==> src/rtl/reg_file_master_if.sv <==
// rtl/reg_file_master_if.sv - command, write, response and register file signals of reg_file_master
interface reg_file_master_if #(
  parameter int ADDR_WIDTH = 3,
  parameter int DATA_WIDTH = 16,
  parameter int LEN_WIDTH  = 3
);
  logic                  Cmd_Valid;
  logic                  Cmd_Ready;
  logic                  Cmd_Write;
  logic [ADDR_WIDTH-1:0] Cmd_Addr;
  logic [LEN_WIDTH-1:0]  Cmd_Len;
  logic                  Wr_Valid;
  logic                  Wr_Ready;
  logic [DATA_WIDTH-1:0] Wr_Data;
  logic                  Rsp_Valid;
  logic                  Rsp_Ready;
  logic [DATA_WIDTH-1:0] Rsp_Data;
  logic                  Rsp_Last;
  logic                  Busy;
  logic                  Verify_Err;
  logic                  WrEn;
  logic                  RdEn;
  logic [ADDR_WIDTH-1:0] Address;
  logic [DATA_WIDTH-1:0] WrData;
  logic [DATA_WIDTH-1:0] RdData;

  modport master (
    input  Cmd_Valid, Cmd_Write, Cmd_Addr, Cmd_Len, Wr_Valid, Wr_Data, Rsp_Ready, RdData,
    output Cmd_Ready, Wr_Ready, Rsp_Valid, Rsp_Data, Rsp_Last, Busy, Verify_Err,
           WrEn, RdEn, Address, WrData
  );

  modport slave (
    output Cmd_Valid, Cmd_Write, Cmd_Addr, Cmd_Len, Wr_Valid, Wr_Data, Rsp_Ready, RdData,
    input  Cmd_Ready, Wr_Ready, Rsp_Valid, Rsp_Data, Rsp_Last, Busy, Verify_Err,
           WrEn, RdEn, Address, WrData
  );
endinterface

==> src/rtl/reg_file_master.sv <==
// rtl/reg_file_master.sv - burst command initiator for an 8x16 register file
// Optional write read-back check enabled by defining REG_FILE_MASTER_VERIFY_EN.
module reg_file_master #(
  parameter int ADDR_WIDTH = 3,
  parameter int DATA_WIDTH = 16,
  parameter int LEN_WIDTH  = 3
) (
  input logic                CLK,
  input logic                RST,
  reg_file_master_if.master  bus
);
  localparam logic [2:0] IDLE     = 3'd0;
  localparam logic [2:0] WR_WAIT  = 3'd1;
  localparam logic [2:0] WR_PULSE = 3'd2;
  localparam logic [2:0] RD_ISSUE = 3'd3;
  localparam logic [2:0] RD_CAPT  = 3'd4;
  localparam logic [2:0] RD_RESP  = 3'd5;
`ifdef REG_FILE_MASTER_VERIFY_EN
  localparam logic [2:0] VF_ISSUE = 3'd6;
  localparam logic [2:0] VF_CHECK = 3'd7;
`endif

  logic [2:0]            state;
  logic [ADDR_WIDTH-1:0] addr;
  logic [LEN_WIDTH-1:0]  len;
  logic [LEN_WIDTH-1:0]  beat;
  logic [DATA_WIDTH-1:0] wr_data_q;
  logic [DATA_WIDTH-1:0] rsp_data_q;
  logic                  last_beat;

  assign last_beat = (beat == len);

  always_ff @(posedge CLK) begin
    if (RST) begin
      state      <= IDLE;
      addr       <= '0;
      len        <= '0;
      beat       <= '0;
      wr_data_q  <= '0;
      rsp_data_q <= '0;
    end else begin
      case (state)
        IDLE: begin
          if (bus.Cmd_Valid) begin
            addr  <= bus.Cmd_Addr;
            len   <= bus.Cmd_Len;
            beat  <= '0;
            state <= bus.Cmd_Write ? WR_WAIT : RD_ISSUE;
          end
        end
        WR_WAIT: begin
          if (bus.Wr_Valid) begin
            wr_data_q <= bus.Wr_Data;
            state     <= WR_PULSE;
          end
        end
`ifdef REG_FILE_MASTER_VERIFY_EN
        WR_PULSE: state <= VF_ISSUE;
        VF_ISSUE: state <= VF_CHECK;
        VF_CHECK: begin
          if (last_beat) begin
            state <= IDLE;
          end else begin
            addr  <= addr + 1'b1;
            beat  <= beat + 1'b1;
            state <= WR_WAIT;
          end
        end
`else
        WR_PULSE: begin
          if (last_beat) begin
            state <= IDLE;
          end else begin
            addr  <= addr + 1'b1;
            beat  <= beat + 1'b1;
            state <= WR_WAIT;
          end
        end
`endif
        RD_ISSUE: state <= RD_CAPT;
        RD_CAPT: begin
          rsp_data_q <= bus.RdData;
          state      <= RD_RESP;
        end
        RD_RESP: begin
          // Rsp_Data stays in rsp_data_q until the consumer takes it
          if (bus.Rsp_Ready) begin
            if (last_beat) begin
              state <= IDLE;
            end else begin
              addr  <= addr + 1'b1;
              beat  <= beat + 1'b1;
              state <= RD_ISSUE;
            end
          end
        end
        default: state <= IDLE;
      endcase
    end
  end

`ifdef REG_FILE_MASTER_VERIFY_EN
  logic verify_err_q;

  // Sticky across the burst; only a newly accepted command clears it
  always_ff @(posedge CLK) begin
    if (RST) begin
      verify_err_q <= 1'b0;
    end else if (state == IDLE && bus.Cmd_Valid) begin
      verify_err_q <= 1'b0;
    end else if (state == VF_CHECK && bus.RdData != wr_data_q) begin
      verify_err_q <= 1'b1;
    end
  end

  assign bus.Verify_Err = verify_err_q;
  assign bus.RdEn       = (state == RD_ISSUE) || (state == VF_ISSUE);
`else
  assign bus.Verify_Err = 1'b0;
  assign bus.RdEn       = (state == RD_ISSUE);
`endif

  assign bus.Cmd_Ready = (state == IDLE);
  assign bus.Busy      = (state != IDLE);
  assign bus.Wr_Ready  = (state == WR_WAIT);
  assign bus.WrEn      = (state == WR_PULSE);
  assign bus.Rsp_Valid = (state == RD_RESP);
  assign bus.Rsp_Last  = (state == RD_RESP) && last_beat;
  assign bus.Rsp_Data  = rsp_data_q;
  assign bus.Address   = addr;
  assign bus.WrData    = wr_data_q;
endmodule

==> src/flat_wrapper.sv <==
// flat-port wrapper written by rule: the top's interface ports become plain ports
module reg_file_master_flat 
#(
  parameter int ADDR_WIDTH = 3,
  parameter int DATA_WIDTH = 16,
  parameter int LEN_WIDTH  = 3
)
  (CLK, RST, bus_Cmd_Valid, bus_Cmd_Write, bus_Cmd_Addr, bus_Cmd_Len, bus_Wr_Valid, bus_Wr_Data, bus_Rsp_Ready, bus_RdData, bus_Cmd_Ready, bus_Wr_Ready, bus_Rsp_Valid, bus_Rsp_Data, bus_Rsp_Last, bus_Busy, bus_Verify_Err, bus_WrEn, bus_RdEn, bus_Address, bus_WrData);
  reg_file_master_if #(.ADDR_WIDTH(ADDR_WIDTH), .DATA_WIDTH(DATA_WIDTH), .LEN_WIDTH(LEN_WIDTH)) bus_i ();
  input logic CLK;
  input logic RST;
  input wire logic [$bits(bus_i.Cmd_Valid)-1:0] bus_Cmd_Valid;
  input wire logic [$bits(bus_i.Cmd_Write)-1:0] bus_Cmd_Write;
  input wire logic [$bits(bus_i.Cmd_Addr)-1:0] bus_Cmd_Addr;
  input wire logic [$bits(bus_i.Cmd_Len)-1:0] bus_Cmd_Len;
  input wire logic [$bits(bus_i.Wr_Valid)-1:0] bus_Wr_Valid;
  input wire logic [$bits(bus_i.Wr_Data)-1:0] bus_Wr_Data;
  input wire logic [$bits(bus_i.Rsp_Ready)-1:0] bus_Rsp_Ready;
  input wire logic [$bits(bus_i.RdData)-1:0] bus_RdData;
  output wire logic [$bits(bus_i.Cmd_Ready)-1:0] bus_Cmd_Ready;
  output wire logic [$bits(bus_i.Wr_Ready)-1:0] bus_Wr_Ready;
  output wire logic [$bits(bus_i.Rsp_Valid)-1:0] bus_Rsp_Valid;
  output wire logic [$bits(bus_i.Rsp_Data)-1:0] bus_Rsp_Data;
  output wire logic [$bits(bus_i.Rsp_Last)-1:0] bus_Rsp_Last;
  output wire logic [$bits(bus_i.Busy)-1:0] bus_Busy;
  output wire logic [$bits(bus_i.Verify_Err)-1:0] bus_Verify_Err;
  output wire logic [$bits(bus_i.WrEn)-1:0] bus_WrEn;
  output wire logic [$bits(bus_i.RdEn)-1:0] bus_RdEn;
  output wire logic [$bits(bus_i.Address)-1:0] bus_Address;
  output wire logic [$bits(bus_i.WrData)-1:0] bus_WrData;
  assign bus_i.Cmd_Valid = bus_Cmd_Valid;
  assign bus_i.Cmd_Write = bus_Cmd_Write;
  assign bus_i.Cmd_Addr = bus_Cmd_Addr;
  assign bus_i.Cmd_Len = bus_Cmd_Len;
  assign bus_i.Wr_Valid = bus_Wr_Valid;
  assign bus_i.Wr_Data = bus_Wr_Data;
  assign bus_i.Rsp_Ready = bus_Rsp_Ready;
  assign bus_i.RdData = bus_RdData;
  assign bus_Cmd_Ready = bus_i.Cmd_Ready;
  assign bus_Wr_Ready = bus_i.Wr_Ready;
  assign bus_Rsp_Valid = bus_i.Rsp_Valid;
  assign bus_Rsp_Data = bus_i.Rsp_Data;
  assign bus_Rsp_Last = bus_i.Rsp_Last;
  assign bus_Busy = bus_i.Busy;
  assign bus_Verify_Err = bus_i.Verify_Err;
  assign bus_WrEn = bus_i.WrEn;
  assign bus_RdEn = bus_i.RdEn;
  assign bus_Address = bus_i.Address;
  assign bus_WrData = bus_i.WrData;
  reg_file_master #(.ADDR_WIDTH(ADDR_WIDTH), .DATA_WIDTH(DATA_WIDTH), .LEN_WIDTH(LEN_WIDTH)) u_core (.CLK(CLK), .RST(RST), .bus(bus_i));
endmodule
==> config.mk <==
export PLATFORM = sky130hd
export DESIGN_NAME = reg_file_master_flat
export DESIGN_NICKNAME = d
export VERILOG_FILES = /design/src/rtl/reg_file_master_if.sv /design/src/rtl/reg_file_master.sv /design/src/flat_wrapper.sv
export SDC_FILE = /design/constraint.sdc
export NUM_CORES = 1
export LEC_CHECK = 0
export ABC_CLOCK_PERIOD_IN_PS = 2000
export CORE_MARGIN = 5
export CORE_UTILIZATION = 30
export DETAILED_ROUTE_END_ITERATION = 16
export SYNTH_ARGS = -nofsm -noshare
export SYNTH_HDL_FRONTEND = slang
export SYNTH_SLANG_ARGS = --single-unit
export TNS_END_PERCENT = 1
==> constraint.sdc <==
create_clock -name CLK -period 2 [get_ports CLK]
set_input_delay 0.4 -clock CLK [delete_from_list [all_inputs] [get_ports CLK]]
set_output_delay 0.4 -clock CLK [all_outputs]
set_load 0.005 [all_outputs]
==> run summary, run 1 <==
Clk_lat worst skew = 0.29 ns
Antenna viol nets, final = 0
Crit. End Element = output port
Met3 Use GR = 0.0527
# rows = 28
Largest net degree at the start of global routing = 30
Post-CTS Setup Bufs = 0
Area growth syn-to-layout = 57.3%
GP Congestion = 0.774
Yosys top cell area share = 0.487
Pwr dens = 793 nW/um^2
Cts hold-fix bufs = 0
Drt pass-1 iters = 6
CTS tree = built
Worst Skew = 0.00585 ns
Final Max Tran Viols = 0
Non-Filler Instances = 387
Worst-margin pin slew = 0.562 ns
CTS Sinks = 44
Fmax = 0.506 GHz
Total gr overflow = 0
Outcome = completed
Core area = 5890 um^2
Crit Path Class = flip-flop to output port
Synth cell types = 35
RSZ-0062 raised after global routing = yes
Hold crit path type = flip-flop to flip-flop
Die height = 87.7 um
Grt met2 use = 0.208
Synth area leaders = dfxtp_1 (49%), nand2_1 (14%), a21oi_1 (11%), mux2i_1 (2.8%), nor2_1 (2.7%)
Initial antenna violation count = 0
Register area share after synthesis = 0.487
Most Crowded Layer GR = met2
P_leak = 0.00102 uW
#FFs+latches synth = 44
Pwr Total = 2260 uW
# Max-Cap Violations = 0
Share of cells above drive strength 1 = 0.0929
CTS Buffer Depth = 2
Area leader, netlist = dfxtp_1
WP data required = 1.60 ns
Post-route DRC violation count = 0
Nets = 357
DR vias = 1,755
WL final = 4.76 mm
Clk slew on worst S/H paths = 0.08 ns
Wire length of the first global-routing pass = 7.49 mm
Initial core utilization = 0.307
Port bufs = 85
Drt via density = 4.53
Post-DP HPWL = 3.44 mm
Tmin final = 1.97 ns
Gate Count Post-Synth = 228
Die width = 87.7 um
Syn. warnings = 0
Vias in the first global route = 1,648
Ports = 87
Routed WL per cell = 12.3 um
Root Buffer = clkbuf_8
Full die area = 7680 um^2
Num CTS Buffers = 5
Endpoints failing hold = 0
Final setup viols = 0
Critical Path AT = 1.57 ns
Most common cell after layout, fill and taps aside = clkdlybuf4s50_1
Gr usage total = 0.123
Slew margin rel. = 0.626
CTS H-tree lvls = 2
N_diodes = 0
Initial DRC count = 30
Syn Std Cell Area = 1810 um^2
Worst-path fanout max = 14
Mapped Nets = 274
Startpoint Class = flip-flop
Maximum vdd drop = 0.000343 V
M1 GR Usage = 0.141
Commonest cells after routing, fill and taps aside = clkdlybuf4s50_1 (82), nand2_1 (69), dfxtp_1 (41)
Final Cycle Share = 0.987
Synthesized area per cell = 7.94 um^2
Placed insts = 379
-- worst paths after layout --
| path | from | endpoint | slack, ns | cells after the start |
|---|---|---|---|---|
| min | u_core.bus.WrData[9] | u_core.bus.WrData[9] | 0.45 | 2 |
| max reg2reg | u_core.beat[0] | u_core.beat[2] | 0.28 | 5 |
| max | u_core.state[0] | bus_Wr_Ready | 0.03 | 2 |
| min reg2reg | u_core.bus.WrData[9] | u_core.bus.WrData[9] | 0.45 | 2 |
-- state kept, by name, indices dropped and copies added, names as in the netlist --
| name | flops |
|---|---|
| u_core.beat | 3 |
| u_core.bus.Address | 3 |
| u_core.bus.Rsp_Data | 16 |
| u_core.bus.WrData | 16 |
| u_core.len | 3 |
| u_core.state | 3 |
-- per-stage QoR --
stage / area, um^2 / utilization / hold slack [ns] / worst slack (ns) / TNS, ns
2_1_floorplan: 1810 / - / 0.453 / 0.360 / 0
5_1_grt: 2850 / 0.484 / 0.471 / -0.0552 / -0.103
3_5_place_dp: 2730 / 0.463 / 0.446 / 0.0104 / 0
4_1_cts: 2840 / 0.483 / 0.457 / -0.000986 / -0.000986
3_3_place_gp: 2730 / 0.463 / 0.440 / 0.0290 / 0
6_report: 2850 / 0.484 / 0.455 / 0.0256 / 0
-- worst max-delay path, stage by stage (launching register included) --
cell             delay [ns]
dfxtp_4                0.42
nor3b_1                0.30
clkdlybuf4s50_1        0.56
-- routing by layer --
layer  share of wire  vias up
met5               0        -
met4           0.011        0
met3            0.11        7
met2            0.47       59
met1            0.42      777
li1                -      912
-- logic make-up (layout without fill, tap and decap cells) --
kind of cell / Yosys count / count (layout) / synth area share
other cells: 1 / 1 / 0.00207
compound gates: 50 / 50 / 0.154
simple gates: 102 / 102 / 0.243
buf+inv: 20 / 104 / 0.0519
fa+ha+maj: 2 / 2 / 0.0138
flops: 44 / 44 / 0.487
xor+xnor: 3 / 3 / 0.0145
mux: 6 / 6 / 0.0339
-- layout make-up --
type                       instances  area (um^2)
inverter                           3         11.3
clock inverter                     1         7.51
multi-input combinational        164          855
tap                               75         93.8
timing repair buffer              93          903
fill                             613         3040
clock buffer                       7         86.3
sequential                        44          890
-- cells in the mapped netlist --
| library cell | count |
|---|---|
| a211oi_2 | 1 |
| a21oi_1 | 39 |
| a22oi_1 | 1 |
| a31oi_1 | 1 |
| and2_1 | 3 |
| and3b_1 | 1 |
| buf_1 | 1 |
| buf_2 | 3 |
| buf_4 | 2 |
| buf_6 | 1 |
| clkbuf_1 | 10 |
| conb_1 | 1 |
| dfxtp_1 | 44 |
| ha_1 | 2 |
| inv_1 | 2 |
| inv_2 | 1 |
| mux2_2 | 1 |
| mux2i_1 | 5 |
| nand2_1 | 69 |
| nand3b_1 | 1 |
| nor2_1 | 13 |
| nor2b_1 | 1 |
| nor3_1 | 3 |
| nor3b_1 | 4 |
| nor4_1 | 1 |
| o21ai_0 | 4 |
| o21ba_2 | 1 |
| o31ai_1 | 1 |
| o32a_1 | 1 |
| o41ai_1 | 1 |
| or2_1 | 1 |
| or2_2 | 1 |
| or3_1 | 3 |
| or3b_2 | 1 |
| xor2_1 | 3 |
-- report_power, final --
group | total (uW) | leakage [uW] | internal [uW] | switching, uW
clock | 565 | 0.0000445 | 281 | 284
combinational | 656 | 0.000616 | 384 | 273
sequential | 1030 | 0.000359 | 960 | 75.0
-- repair_timing --
action,4_1_cts,5_1_grt
gates resized for setup,10,1
pin swaps,1,0
setup endpoints to repair,7,3
No activity file was read; power rests on OpenSTA's default activity.
==> run 2: changes to the inputs <==
--- a/config.mk
+++ b/config.mk
@@ -8,7 +8,9 @@
 export ABC_CLOCK_PERIOD_IN_PS = 2000
 export CORE_MARGIN = 5
 export CORE_UTILIZATION = 30
+export CTS_BUF_LIST = sky130_fd_sc_hd__clkbuf_16
 export DETAILED_ROUTE_END_ITERATION = 16
+export SLEW_MARGIN = 10
 export SYNTH_ARGS = -nofsm -noshare
 export SYNTH_HDL_FRONTEND = slang
 export SYNTH_SLANG_ARGS = --single-unit
==> run 2 against run 1 <==
Net effect: cell count unchanged; core utilization up 0.85 points; combinational power hardly changed; clock skew down 0.0017 ns; global-route usage barely moved; flip-flop and latch count unchanged; die area stayed put; register-to-register slack better by 0.02 ns; cell area increased by 1.8%; sequential power is essentially flat; clock power is 34% higher; first-iteration DRC count grew 20%; largest cell class unchanged.
==> run summary, run 2 (synthesis results as in run 1) <==
Outcome = completed
Slew margin rel. = 0.626
Final Max Tran Viols = 0
CTS Sinks = 44
Num CTS Buffers = 5
Tmin final = 1.92 ns
Commonest cells after routing, fill and taps aside = clkdlybuf4s50_1 (82), nand2_1 (69), dfxtp_1 (41)
Hold crit path type = flip-flop to flip-flop
Initial DRC count = 36
DR vias = 1,767
Post-CTS Setup Bufs = 0
CTS H-tree lvls = 2
Drt pass-1 iters = 6
Fillers = 614
Crit. End Element = output port
# Max-Cap Violations = 0
Full die area = 7680 um^2
Total gr overflow = 0
WP data required = 1.60 ns
Share of cells above drive strength 1 = 0.0962
Most common cell after layout, fill and taps aside = clkdlybuf4s50_1
CTS Buffer Depth = 2
WL final = 4.74 mm
Drt via density = 4.57
CTS tree = built
Vias in the first global route = 1,652
Wire length of the first global-routing pass = 7.47 mm
Pre-CTS setup slack = 0.0104 ns
# rows = 28
Gr usage total = 0.123
P_leak = 0.00105 uW
Post-DP HPWL = 3.44 mm
Pwr dens = 847 nW/um^2
Initial antenna violation count = 0
Clk_lat worst skew = 0.28 ns
GP Congestion = 0.774
Hold_ws = 0.452 ns
Crit Path Class = flip-flop to output port
Largest net degree at the start of global routing = 30
Post-route DRC violation count = 0
Die height = 87.7 um
Endpoints failing hold = 0
Critical Path AT = 1.52 ns
Area growth syn-to-layout = 60.1%
Final worst slack = 0.0772 ns
Worst Skew = 0.00415 ns
Worst-path fanout max = 12
Root Buffer = clkbuf_16
Core area = 5890 um^2
Port bufs = 85
Clk slew on worst S/H paths = 0.06 ns
Antenna viol nets, final = 0
Initial core utilization = 0.307
Final Cycle Share = 0.961
Die width = 87.7 um
Routed WL per cell = 12.2 um
Fin Setup TNS = 0 ns
Maximum vdd drop = 0.000410 V
RSZ-0062 raised after global routing = yes
Final setup viols = 0
Worst-margin pin slew = 0.562 ns
N_diodes = 0
Fmax = 0.520 GHz
Startpoint Class = flip-flop
Nets = 357
Ports = 87
Pwr Total = 2450 uW
-- run 2: worst paths after layout --
check,startpoint,to,slack [ns],cells past startpoint
max,u_core.state[2],bus_Rsp_Valid,0.08,2
min reg2reg,u_core.bus.WrData[9],u_core.bus.WrData[9],0.45,2
min,u_core.bus.WrData[9],u_core.bus.WrData[9],0.45,2
max reg2reg,u_core.beat[0],u_core.beat[2],0.30,5
-- run 2: through the flow --
stage / std cells / utilization / area [um^2]
after floorplan: 228 / - / 1810
after global placement: 379 / 0.463 / 2730
final: 387 / 0.492 / 2900
after detailed placement: 379 / 0.463 / 2730
after CTS: 387 / 0.489 / 2880
after global routing: 387 / 0.492 / 2900
-- run 2: worst max-delay path, stage by stage, from the launching register on --
cell and delay [ns]:
dfxtp_2 0.47, and3b_2 0.27, clkdlybuf4s50_1 0.51
-- run 2: repair_timing --
| item | in CTS | in global routing |
|---|---|---|
| pin swaps | 1 | 0 |
| hold buffers | 0 | 0 |
| setup endpoints to repair | 7 | 4 |
| gates resized for setup | 8 | 4 |
-- run 2: per-layer routing --
| layer | vias to the layer above | global-route usage | share of wire |
|---|---|---|---|
| li1 | 915 | - | - |
| met1 | 795 | 0.139 | 0.41 |
| met2 | 53 | 0.207 | 0.48 |
| met3 | 4 | 0.0527 | 0.10 |
| met4 | 0 | 0.0418 | 0.0072 |
| met5 | - | 0 | 0 |
-- run 2: layout make-up --
type	count	area (um^2)	share of cell area
multi-input cells	164	861	0.297
clock buffers	5	125	0.0432
inverters	3	11.3	0.00389
well taps	75	93.8	0.0324
clock inverters	3	15.0	0.00518
flip-flops and latches	44	887	0.306
repair buffers	93	903	0.312
-- run 2: where the power goes --
| group | internal, uW | total, uW | switching, uW |
|---|---|---|---|
| clock network | 453 | 758 | 305 |
| logic | 386 | 659 | 274 |
| registers | 960 | 1040 | 75.7 |
==> run 3: changes to the inputs <==
--- a/config.mk
+++ b/config.mk
@@ -10,6 +10,7 @@
 export CORE_UTILIZATION = 30
 export CTS_BUF_LIST = sky130_fd_sc_hd__clkbuf_16
 export DETAILED_ROUTE_END_ITERATION = 16
+export SKIP_CTS_REPAIR_TIMING = 1
 export SLEW_MARGIN = 10
 export SYNTH_ARGS = -nofsm -noshare
 export SYNTH_HDL_FRONTEND = slang
==> run 3 against run 2 <==
Net effect: the flow now finishes with violations (setup timing); cell count is the same; cell area shrank 0.17%; via count shrank 0.79%; highest routed layer unchanged.
==> run summary, run 3 (synthesis results as in run 1) <==
Share of cells above drive strength 1 = 0.0897
Post-DP HPWL = 3.44 mm
Core area = 5890 um^2
Routed WL per cell = 12.2 um
Nets = 357
Num CTS Buffers = 5
Vias in the first global route = 1,652
Largest net degree at the start of global routing = 30
Reg2Reg Launch Point = u_core.beat[0]
Pwr dens = 848 nW/um^2
Root Buffer = clkbuf_16
Switching Power = 652 uW
Wire length of the first global-routing pass = 7.49 mm
Drt via density = 4.53
# Max-Cap Violations = 0
GP Congestion = 0.774
Dpl cell area = 2730 um^2
Pre-CTS setup slack = 0.0104 ns
Initial antenna violation count = 0
Worst-margin pin slew = 0.561 ns
Critical Path AT = 1.61 ns
Reg2reg setup slack = 0.30 ns
Sequential power share = 0.421
Int Pwr = 1800 uW
Final Max Tran Viols = 0
CTS H-tree lvls = 2
CTS Buffer Depth = 2
Failing checks = setup timing
Placed insts = 379
Worst-path fanout max = 14
N_diodes = 0
Slew margin rel. = 0.626
Antenna viol nets, final = 0
Full die area = 7680 um^2
Final setup viols = 1
Worst Skew = 0.00412 ns
Initial core utilization = 0.307
Fmax = 0.498 GHz
Post-Layout Inst Area = 2890 um^2
Port bufs = 85
Clk slew on worst S/H paths = 0.06 ns
Commonest cells after routing, fill and taps aside = clkdlybuf4s50_1 (83), nand2_1 (69), dfxtp_1 (41)
RSZ-0062 raised after global routing = yes
WP data required = 1.60 ns
Post-route DRC violation count = 0
Comb pwr share = 0.270
Crit. End Element = output port
Gr usage total = 0.123
# rows = 28
Crit Path Class = flip-flop to output port
Die width = 87.7 um
Hold crit path type = flip-flop to flip-flop
Initial DRC count = 30
Worst Reg-to-Reg Cells = 5
Ports = 87
WHS Endpoint = u_core.bus.WrData[9]
Maximum vdd drop = 0.000410 V
Endpoints failing hold = 0
Sw Share = 0.266
DR vias = 1,753
Startpoint Class = flip-flop
Cell depth of the worst min-delay path = 2
Pwr Total = 2450 uW
Clk_lat worst skew = 0.28 ns
Finished Core Util = 0.491
WL final = 4.73 mm
Outcome = finished, violations left
P_leak = 0.00105 uW
Final Cycle Share = 1.00
Hold Startpoint = u_core.bus.WrData[9]
Area growth syn-to-layout = 59.8%
Reg-to-reg endpoint = u_core.beat[2]
CTS Sinks = 44
Total gr overflow = 0
CTS tree = built
Drt pass-1 iters = 6
Tmin final = 2.01 ns
Non-Filler Instances = 387
Clock power frac = 0.309
Die height = 87.7 um
Fillers = 614
Most common cell after layout, fill and taps aside = clkdlybuf4s50_1
Final worst slack = -0.00835 ns
[run 3: how the worst max path moves through the flow]
stage | to | slack, ns | startpoint
2_1_floorplan | u_core.beat[2] | 0.36 | u_core.beat[0]
3_3_place_gp | u_core.beat[2] | 0.03 | bus_Cmd_Valid
3_5_place_dp | u_core.beat[2] | 0.01 | bus_Cmd_Valid
4_1_cts | bus_Rsp_Last | -0.17 | u_core.state[2]
5_1_grt | bus_WrEn | -0.08 | u_core.state[0]
6_report | bus_Cmd_Ready | -0.008 | u_core.state[0]
[run 3: layout make-up]
type / instances / area, um^2 / area share
clock buffers: 5 / 125 / 0.0433
clock inverters: 3 / 15.0 / 0.00519
inverters: 3 / 11.3 / 0.00389
multi-input cells: 164 / 851 / 0.294
flip-flops and latches: 44 / 887 / 0.307
well taps: 75 / 93.8 / 0.0325
repair buffers: 93 / 908 / 0.314
[run 3: critical path: stages, from the launching register on]
cell	delay, ns
dfxtp_2	0.38
or3_4	0.40
inv_2	0.06
clkdlybuf4s50_1	0.49
[run 3: layer usage]
metal	vias to the layer above	track usage	wire [um]
met4	0	0.0418	34
met1	785	0.140	1960
li1	914	-	-
met5	-	0	0
met3	4	0.0527	484
met2	50	0.207	2250
[run 3: through the flow]
step | TNS (ns) | hold slack (ns)
2_1_floorplan | 0 | 0.453
3_3_place_gp | 0 | 0.440
3_5_place_dp | 0 | 0.446
4_1_cts | -0.633 | 0.454
5_1_grt | -0.217 | 0.467
6_report | -0.00835 | 0.452
[run 3: power by group through the flow]
| stage | clock network [uW] | logic (uW) | registers (uW) |
|---|---|---|---|
| 6_report | 758 | 661 | 1030 |
| 5_1_grt | 824 | 729 | 1050 |
| 4_1_cts | 794 | 661 | 1030 |
| 3_5_place_dp | 0 | 658 | 1050 |
| 3_3_place_gp | 0 | 654 | 1040 |
| 2_1_floorplan | 0 | 337 | 1020 |
